$ cat src/rtl/crc_pkg.sv
// Shared constants and types for the shared-CRC controller.
//   MODE_GEN / MODE_CHECK : request mode encoding
//   DEFAULT_DIVISOR       : x^8+x^2+x+1 without the implicit MSB
//   state_e               : controller FSM encoding
package crc_pkg;

  localparam logic MODE_GEN   = 1'b0;
  localparam logic MODE_CHECK = 1'b1;

  localparam logic [7:0] DEFAULT_DIVISOR = 8'h07;

  typedef enum logic [1:0] {
    ST_IDLE = 2'd0,
    ST_CALC = 2'd1,
    ST_RESP = 2'd2
  } state_e;

endpackage

$ cat src/rtl/crc_divider.sv
// Combinational polynomial divider: remainder of data_i(x) mod (x^CRC_BW + DIVISOR).
//   data_i : BW payload bits followed by CRC_BW appended bits, MSB first
//   rem_o  : CRC_BW-bit remainder
module crc_divider #(
  parameter int unsigned BW      = 40,
  parameter int unsigned CRC_BW  = 8,
  parameter logic [CRC_BW-1:0] DIVISOR = 8'h07
) (
  input  logic [BW+CRC_BW-1:0] data_i,
  output logic [CRC_BW-1:0]    rem_o
);

  localparam int unsigned DW = BW + CRC_BW;

  logic [CRC_BW-1:0] rem;
  logic              msb;

  // Shift each operand bit into the remainder; reduce when a set bit falls off the top.
  always_comb begin
    rem = '0;
    msb = 1'b0;
    for (int i = DW - 1; i >= 0; i--) begin
      msb = rem[CRC_BW-1];
      rem = {rem[CRC_BW-2:0], data_i[i]};
      if (msb) rem = rem ^ DIVISOR;
    end
    rem_o = rem;
  end

endmodule

$ cat src/rtl/crc_rr_arb.sv
// Two-way round-robin picker.
//   valid_i[1:0] : request lines
//   ptr_i        : preferred requester when both are valid
//   grant_o[1:0] : one-hot grant, zero when nothing is valid
module crc_rr_arb (
  input  logic [1:0] valid_i,
  input  logic       ptr_i,
  output logic [1:0] grant_o
);

  always_comb begin
    grant_o = 2'b00;
    case (valid_i)
      2'b01:   grant_o = 2'b01;
      2'b10:   grant_o = 2'b10;
      2'b11:   grant_o = ptr_i ? 2'b10 : 2'b01;
      default: grant_o = 2'b00;
    endcase
  end

endmodule

$ cat src/rtl/crc_share_ctrl.sv
// Time-shares one combinational CRC divider between two requesters.
//   clk, rst                 : clock, synchronous active-high reset
//   reqN_valid/ready/mode/data : frame request (mode 0=GEN, 1=CHECK)
//   rsp_valid/ready/id/mode/crc/pass : registered result with backpressure
//   busy                     : controller not idle
//   stat_clr, frame_cnt, fail_cnt : saturating statistics
module crc_share_ctrl
  import crc_pkg::*;
#(
  parameter int unsigned BW      = 40,
  parameter int unsigned CRC_BW  = 8,
  parameter logic [CRC_BW-1:0] DIVISOR = CRC_BW'(DEFAULT_DIVISOR),
  parameter int unsigned CNT_W   = 16
) (
  input  logic                   clk,
  input  logic                   rst,
  input  logic                   req0_valid,
  output logic                   req0_ready,
  input  logic                   req0_mode,
  input  logic [BW+CRC_BW-1:0]   req0_data,
  input  logic                   req1_valid,
  output logic                   req1_ready,
  input  logic                   req1_mode,
  input  logic [BW+CRC_BW-1:0]   req1_data,
  output logic                   rsp_valid,
  input  logic                   rsp_ready,
  output logic                   rsp_id,
  output logic                   rsp_mode,
  output logic [CRC_BW-1:0]      rsp_crc,
  output logic                   rsp_pass,
  output logic                   busy,
  input  logic                   stat_clr,
  output logic [CNT_W-1:0]       frame_cnt,
  output logic [CNT_W-1:0]       fail_cnt
);

  localparam int unsigned DW = BW + CRC_BW;

  state_e            state_q;
  logic              rr_ptr_q;
  logic              op_id_q;
  logic              op_mode_q;
  logic [DW-1:0]     op_data_q;

  logic [1:0]        grant;
  logic              in_idle;
  logic              accept;
  logic              sel_id;
  logic              sel_mode;
  logic [DW-1:0]     sel_data;
  logic [DW-1:0]     operand;
  logic [CRC_BW-1:0] rem;
  logic              check_fail;

  crc_rr_arb u_arb (
    .valid_i ({req1_valid, req0_valid}),
    .ptr_i   (rr_ptr_q),
    .grant_o (grant)
  );

  // Readys only in IDLE and never while reset is asserted.
  assign in_idle    = (state_q == ST_IDLE) && !rst;
  assign req0_ready = in_idle && grant[0];
  assign req1_ready = in_idle && grant[1];
  assign accept     = (req0_valid && req0_ready) || (req1_valid && req1_ready);

  assign sel_id   = grant[1];
  assign sel_mode = sel_id ? req1_mode : req0_mode;
  assign sel_data = sel_id ? req1_data : req0_data;

  // GEN divides payload*x^CRC_BW, so the appended field is forced to zero.
  assign operand = (sel_mode == MODE_GEN) ? {sel_data[DW-1:CRC_BW], {CRC_BW{1'b0}}}
                                          : sel_data;

  crc_divider #(
    .BW      (BW),
    .CRC_BW  (CRC_BW),
    .DIVISOR (DIVISOR)
  ) u_div (
    .data_i (op_data_q),
    .rem_o  (rem)
  );

  assign check_fail = (op_mode_q == MODE_CHECK) && (rem != '0);
  assign busy       = (state_q != ST_IDLE);

  // Control FSM: accept -> one compute cycle -> hold response until taken.
  always_ff @(posedge clk) begin
    if (rst) begin
      state_q   <= ST_IDLE;
      rr_ptr_q  <= 1'b0;
      op_id_q   <= 1'b0;
      op_mode_q <= MODE_GEN;
      op_data_q <= '0;
      rsp_valid <= 1'b0;
      rsp_id    <= 1'b0;
      rsp_mode  <= 1'b0;
      rsp_crc   <= '0;
      rsp_pass  <= 1'b0;
    end else begin
      case (state_q)
        ST_IDLE: begin
          if (accept) begin
            op_data_q <= operand;
            op_mode_q <= sel_mode;
            op_id_q   <= sel_id;
            state_q   <= ST_CALC;
          end
        end
        ST_CALC: begin
          rsp_crc   <= rem;
          rsp_pass  <= (op_mode_q == MODE_GEN) || (rem == '0);
          rsp_valid <= 1'b1;
          rsp_id    <= op_id_q;
          rsp_mode  <= op_mode_q;
          state_q   <= ST_RESP;
        end
        ST_RESP: begin
          if (rsp_ready) begin
            rsp_valid <= 1'b0;
            rr_ptr_q  <= ~op_id_q;
            state_q   <= ST_IDLE;
          end
        end
        default: state_q <= ST_IDLE;
      endcase
    end
  end

  // Saturating statistics; clear wins over a same-cycle increment.
  always_ff @(posedge clk) begin
    if (rst || stat_clr) begin
      frame_cnt <= '0;
      fail_cnt  <= '0;
    end else begin
      if (accept && (frame_cnt != '1))
        frame_cnt <= frame_cnt + CNT_W'(1);
      if ((state_q == ST_CALC) && check_fail && (fail_cnt != '1))
        fail_cnt <= fail_cnt + CNT_W'(1);
    end
  end

endmodule
$ cat config.mk
export PLATFORM = sky130hd
export DESIGN_NAME = crc_share_ctrl
export DESIGN_NICKNAME = d
export VERILOG_FILES = /design/src/rtl/crc_pkg.sv /design/src/rtl/crc_divider.sv /design/src/rtl/crc_rr_arb.sv /design/src/rtl/crc_share_ctrl.sv
export SDC_FILE = /design/constraint.sdc
export NUM_CORES = 1
export LEC_CHECK = 0
export BUFFER_PORTS_ARGS = -buffer_cell sky130_fd_sc_hd__buf_2
export CELL_PAD_IN_SITES_DETAIL_PLACEMENT = 2
export CELL_PAD_IN_SITES_GLOBAL_PLACEMENT = 2
export CORE_MARGIN = 2
export CORE_UTILIZATION = 28
export CTS_BUF_LIST = sky130_fd_sc_hd__clkbuf_4 sky130_fd_sc_hd__clkbuf_8 sky130_fd_sc_hd__clkbuf_16
export DETAILED_ROUTE_END_ITERATION = 10
export PLACE_DENSITY_LB_ADDON = 0.15
export SYNTH_ARGS = -nofsm -noshare
export SYNTH_HDL_FRONTEND = slang
export SYNTH_SLANG_ARGS = --single-unit
$ cat constraint.sdc
create_clock -name clk -period 4 [get_ports clk]
set_input_delay 0.8 -clock clk [delete_from_list [all_inputs] [get_ports clk]]
set_output_delay 0.8 -clock clk [all_outputs]
set_load 0.1 [all_outputs]
Yosys cells after proc, flatten, opt, wreduce, memory -nomap -nowiden --
Index checks and enable logic that the tools add are counted.
Word-level totals: RAM bits 0, register bits after elaboration 97, logic and storage cells 137, latch bits 0, bits of input ports 104, output and inout bits 47, bits in read-only memories 0, memories kept 0
Cells by class: multipliers 0, bitwise logic cells 42, order comparisons 0, mux-type cells 50, equality and inequality tests 9, div/mod/pow operators 0, shift operators 0, reduce and logical (&&, ||, !) cells 22, add/sub/neg operators 2
Operator list (number):
- 3-bit two-way mux | 40
- 3-bit NOT | 40
- 48-bit two-way mux | 1
- 16-bit by 1-bit adder with 16-bit output (second input constant) | 2
- 16-bit inequality test (second input constant) | 2
- 2-bit one-hot mux with 3 select lines | 2
- 1-bit logical AND | 9
- 8-bit logical NOT | 1
- 8-bit two-way mux | 1
- 2-bit AND reduction | 4
- 8-bit nonzero test | 1
- 2-bit equality test (second input constant) | 3
- 2-bit two-way mux | 3
- 2-bit by 1-bit equality test with 1-bit output (second input constant) | 2
- 2-bit inequality test (second input constant) | 2
- 2-bit nonzero test | 2
- 1-bit logical OR | 3
- 2-bit logical NOT | 1
- 1-bit two-way mux | 2
- 1-bit NOT | 2
- 1-bit one-hot mux with 2 select lines | 1
- 1-bit logical NOT | 1

Longest topological paths before layout --
depth in word-level cells 84, gate-level depth with buffers 14, depth with buffers taken out 11

Modules after synthesis --
From an unflattened synthesis, not the netlist that was laid out.
Unflattened totals: cell total of the unflattened synthesis 567, area, all modules 5632.9 um^2
By module, submodules not included:
- crc_share_ctrl | seq. area each 1941.9 um^2, area an instance 4336.7 um^2, times used 1, cells an instance 472
- crc_divider | seq. area each 0.0 um^2, area an instance 1277.5 um^2, times used 1, cells an instance 92
- crc_rr_arb | seq. area each 0.0 um^2, area an instance 18.8 um^2, times used 1, cells an instance 3

Worst setup path after synthesis --
OpenSTA, ideal clock, no wires.
path type reg-to-reg, start point reg state_q[1], end point reg frame_cnt[13], setup time 0.067 ns, clock period less this slack 7.718 ns, slack -3.718 ns, stages on the path, launching flop included 10, arrival time 7.651 ns, buffers on the path 0, required time 3.933 ns, path through dfxtp_1 or2_2 a2111oi_0 nor2_1 a21oi_1 nand4_1 nor2_1 nand3_1 xor2_1 nor2_1
On the way: longest elaborated chain between the ends 6, elaborated cells on any way between the ends 8, those cells by class reduce/logical (8)
Ends and longest elaborated chain:
- start: declaration | line crc_share_ctrl.sv:39 | state_e state_q;
- start signal: assignment | line crc_share_ctrl.sv:90 | state_q <= ST_IDLE;
- start signal: assignment | line crc_share_ctrl.sv:107 | state_q <= ST_CALC;
- start signal: assignment | line crc_share_ctrl.sv:116 | state_q <= ST_RESP;
- 2-bit logical NOT | line crc_share_ctrl.sv:62 | assign in_idle = (state_q == ST_IDLE) && !rst;
- 1-bit logical AND | line crc_share_ctrl.sv:62
- 1-bit logical AND | line crc_share_ctrl.sv:63 | assign req0_ready = in_idle && grant[0];
- via req0_ready | line crc_share_ctrl.sv:18 | output logic req0_ready,
- 1-bit logical AND | line crc_share_ctrl.sv:65 | assign accept = (req0_valid && req0_ready) || (req1_valid && req1_ready);
- 1-bit logical OR | line crc_share_ctrl.sv:65
- 1-bit logical AND | line crc_share_ctrl.sv:136 | if (accept && (frame_cnt != '1))
- end signal: assignment | line crc_share_ctrl.sv:137 | frame_cnt <= frame_cnt + CNT_W'(1);
- end: declaration | line crc_share_ctrl.sv:33 | output logic [CNT_W-1:0] frame_cnt,
The timed path passes the listed nets, and every way through them passes these cells. A chain may end at the register's enable or synchronous reset.

Final worst setup path --
start point reg op_data_q[41], end point reg fail_cnt[5]
On the way: longest elaborated chain between the ends 29, elaborated cells on any way between the ends 63, those cells by class mux (31); bitwise (28); reduce/logical (4)
Ends and longest elaborated chain:
- start: declaration | line crc_share_ctrl.sv:43 | logic [DW-1:0] op_data_q;
- start signal: assignment | line crc_share_ctrl.sv:104 | op_data_q <= operand;
- 3-bit NOT (no source line)
- 3-bit two-way mux (*) (2 in series) | line crc_divider.sv:25 | if (msb) rem = rem ^ DIVISOR;
- 3-bit NOT (no source line)
- 3-bit two-way mux | line crc_divider.sv:25
- 3-bit NOT (no source line) / 3-bit two-way mux (equally long branches)
- 3-bit two-way mux / 3-bit NOT (equally long branches)
- 3-bit two-way mux | line crc_divider.sv:25
- 3-bit NOT (no source line)
- (+11 left out)
- 3-bit NOT (no source line) / 3-bit two-way mux (equally long branches)
- 3-bit two-way mux / 3-bit NOT (equally long branches)
- 3-bit two-way mux | line crc_divider.sv:25
- 3-bit NOT (no source line)
- 3-bit two-way mux | line crc_divider.sv:25
- 8-bit nonzero test (*) | line crc_share_ctrl.sv:84 | assign check_fail = (op_mode_q == MODE_CHECK) && (rem != '0);
- 1-bit logical AND (*) | line crc_share_ctrl.sv:84
- 1-bit logical AND (*) (2 in series) | line crc_share_ctrl.sv:138 | if ((state_q == ST_CALC) && check_fail && (fail_cnt != '1))
- end signal: assignment | line crc_share_ctrl.sv:139 | fail_cnt <= fail_cnt + CNT_W'(1);
- end: declaration | line crc_share_ctrl.sv:34 | output logic [CNT_W-1:0] fail_cnt
Mark *: on every way between the ends. The rest lies on a longest branch, timed or not.

==> flow_summary.json <==
{
  "status": "finished, final reports clean",
  "io-pin-count": 151,
  "final_min_period_over_clock_period_pct": 97.22,
  "net_switching_power_of_the_design_mw": 3.419,
  "worst_slew_pin_slew_ps": 826.7,
  "synth_area_leaders": "dfxtp_1 35%, xnor2_1 11%, nand2_1 8.6%",
  "synthesis.nets": 756,
  "die-height_um": 144.3,
  "ir_worst_vdd_mv": 0.6867,
  "grt_first_pass_wirelength_mm": 28.31,
  "detailed_place.area_mm2": 0.006596,
  "place.detailed.hpwl_mm": 13.82,
  "clock_latency_ps": 360,
  "power_frac_clock_pct": 11.9,
  "critical_path_arrival_ps": 4100,
  "pre_cts_ws_ps": -10.18,
  "cts.sinks": 97,
  "std_cell_rows": 51,
  "top_library_cells_by_usage_in_the_layout_fill_and_taps_aside": "150 x buf_2, 126 x nand2_1, 92 x dfxtp_1",
  "drive_gt1_share_pct": 29.61,
  "slew_headroom_pct": 44.68,
  "post_synthesis_instance_area_mm2": 0.005509,
  "initial_utilization_pct": 28.40,
  "critical_path.max_stage_delay_ps": 540,
  "register_bit_total_from_synthesis": 97,
  "power.share.switching_pct": 43.93,
  "largest_net_degree_at_the_start_of_global_routing": 66,
  "floorplan.die.width_um": 144.3,
  "crit_slowest_cell": "mux4_2",
  "worst-setup-path-type": "reg -> reg",
  "design.die.area_mm2": 0.02081,
  "drt_first_pass_iters": 4,
  "detail_route.wirelength.met1_mm": 7.500,
  "initialDrtViolationCount": 187,
  "post_drt_via_cell_ratio": 4.821,
  "grt.total_usage_pct": 17.41,
  "worst-endpoint-required_ps": 4210,
  "cts_buffer_count": 9,
  "end_kind": "flip-flop",
  "globalplace.congestion": 0.8220,
  "cap_viol_max_count": 0,
  "critical_path_depth": 13,
  "antenna_cells": 0,
  "clk_pin_slew_ps": 80,
  "synth_cell_types": 46,
  "synthFlopType": "dfxtp_1",
  "num_vias": 5120,
  "numPortBuffers": 150,
  "met2_length_mm": 10.07,
  "setup_violations": 0,
  "clockBufferDepth": 2,
  "top_signal_layer_used": "met4",
  "finalClockSkew_ps": 13.21,
  "power_density_relative_to_cell_area_mw_per_mm2": 1088,
  "hold_depth": 2,
  "worstHoldPathType": "reg -> reg",
  "worst_r2r_path_depth": 13,
  "final.setup.worst_slack_ps": 111.1,
  "layout.cell_area.non_filler_mm2": 0.007157,
  "drt_drc": 0,
  "power_frac_seq_pct": 14.5,
  "ctsHoldBuffers": 0,
  "synthDominantCellAreaShare_pct": 35.25,
  "synthesis.area_per_instance_um2": 8.475,
  "worst-path-max-fanout": 27,
  "grt_antenna_before_repair": 0,
  "routedWlPerCell_um": 17.32,
  "final_nets": 898,
  "floorplan.core_area_mm2": 0.01940,
  "finalCriticalPeriod_ps": 3889,
  "syn2layout_area_growth_pct": 29.91,
  "crit_path_cells": "buf_4 -> xnor2_2 -> xor3_2 -> xnor2_2 -> xnor3_2 -> xnor3_2 -> nor3_2 -> o21ai_1 -> mux4_2 -> o21ai_4 -> buf_12 -> or4_1 -> a21oi_1",
  "internal_power_mw": 4.365,
  "tritoncts": "done",
  "asyncSetResetFlopFracSynth_pct": 0,
  "synth-seq-area-share_pct": 35.25,
  "final-max-slew-violation-count": 0,
  "setup.worst_path.start_class": "flip-flop",
  "power.combinational.fraction_pct": 73.6,
  "postRouteAntennaNets": 0,
  "grt_overflow_total": 0,
  "leakage_nw": 2.956,
  "report.final.hold_viol_count": 0,
  "detailroute.wirelength.met3_um": 573,
  "detail_route.wirelength_mm": 18.40,
  "clockRootBuffer": "clkbuf_16",
  "fmax_mhz": 257.1,
  "cell_type_group_with_the_largest_total_delay_on_the_critical_path": "XOR/XNOR gates",
  "synth-warning-count": 0,
  "h-tree-depth": 3,
  "critPathBufInv": 2,
  "grt_pass1_vias": 5457,
  "synthesis.instances": 650,
  "synth_top_cell_by_area": "dfxtp_1",
  "synth-edff-count": 0,
  "mostFrequentLayoutCell": "buf_2"
}
==> routing by layer <==
layer | vias up | GRT usage (%)
met5 | - | 0
met4 | 0 | 4.446
met3 | 15 | 3.079
met2 | 99 | 33.28
met1 | 2481 | 19.90
li1 | 2525 | -
==> metrics by stage <==
step                power [mW]  TNS [ps]  util [%]  hold slack (ps)  cells
finish                   7.784         0     36.89            459.8   1062
global route             8.371    -906.5     36.89            496.4   1062
CTS                      7.358         0     35.88            463.0   1056
detailed placement       6.272    -10.18     34.00            451.7   1040
global placement         6.040         0     34.00            445.5   1040
floorplan                5.129         0         -            436.6    650
==> tightest hold or removal path, cell delays in order, from the launching register on <==
cell and delay [ps]:
dfxtp_1 310, nand2_1 50, a21oi_1 50
==> registers in the layout, summed over array words and instances (netlist names) <==
register   cells
rsp_crc        8
rsp_pass       1
op_id_q        1
rsp_id         1
frame_cnt     16
rsp_valid      1
op_data_q     48
state_q        2
rr_ptr_q       1
fail_cnt      16
rsp_mode       1
op_mode_q      1
==> power by group through the flow <==
| stage | logic [mW] | clock network [mW] | registers (mW) |
|---|---|---|---|
| finish | 5.73 | 0.923 | 1.13 |
| global route | 6.24 | 0.992 | 1.14 |
| CTS | 5.28 | 0.950 | 1.13 |
| detailed placement | 5.12 | 0 | 1.15 |
| global placement | 4.89 | 0 | 1.15 |
| floorplan | 3.83 | 0 | 1.30 |
==> synthesized netlist by cell type, types with 2 or more instances <==
| cell | n |
|---|---|
| a211oi_1 | 7 |
| o21a_1 | 2 |
| xor2_1 | 29 |
| buf_1 | 5 |
| nand3_1 | 11 |
| and4_1 | 2 |
| nand4_1 | 5 |
| xnor2_1 | 70 |
| ha_1 | 2 |
| or3_1 | 4 |
| nand2b_1 | 2 |
| a311oi_1 | 40 |
| clkbuf_1 | 30 |
| xnor3_1 | 14 |
| nand2_1 | 126 |
| buf_6 | 2 |
| a21oi_1 | 39 |
| nor3_1 | 13 |
| xor3_1 | 3 |
| o21ai_0 | 3 |
| nor2b_1 | 4 |
| or4_1 | 13 |
| and3_1 | 7 |
| dfxtp_1 | 97 |
| nand3b_1 | 3 |
| and2_1 | 2 |
| nor3b_1 | 2 |
| or2_2 | 2 |
| inv_1 | 4 |
| nor2_1 | 74 |
| o21ai_1 | 7 |
| o31ai_1 | 12 |
==> timing repair <==
action / CTS / global route
buffers inserted: 0 / 6
pin swaps: 2 / 11
cloned: 0 / 0
gates resized for setup: 8 / 33
endpoints found under the setup margin: 15 / 17
==> area by class of cell <==
| type | instances | area (um^2) |
|---|---|---|
| sequential | 97 | 1951 |
| timing repair buffer | 170 | 925.9 |
| clock inverter | 7 | 81.33 |
| inverter | 5 | 18.77 |
| clock buffer | 9 | 225.2 |
| multi-input combinational | 509 | 3623 |
| tap | 265 | 331.6 |
| fill | 2211 | 12240 |
==> final timing paths <==
path | to | slack [ps] | start
setup reg to reg | fail_cnt[5] | 110 | op_data_q[41]
hold / removal | rsp_id | 460 | rsp_id
hold reg to reg | rsp_id | 460 | rsp_id
setup / recovery | fail_cnt[5] | 110 | op_data_q[41]
==> cells by family after synthesis <==
| logic type | after synthesis | synth area share [%] |
|---|---|---|
| AND/OR/NAND/NOR | 270 | 21.53 |
| XOR/XNOR | 120 | 24.23 |
| AO/OA/AOI/OAI | 115 | 14.58 |
| flip-flops | 97 | 35.25 |
| buffers and inverters | 44 | 3.361 |
| multiplexers | 2 | 0.5905 |
| adder cells (fa/ha/maj) | 2 | 0.4542 |
No activity file was read; power rests on OpenSTA's default activity.
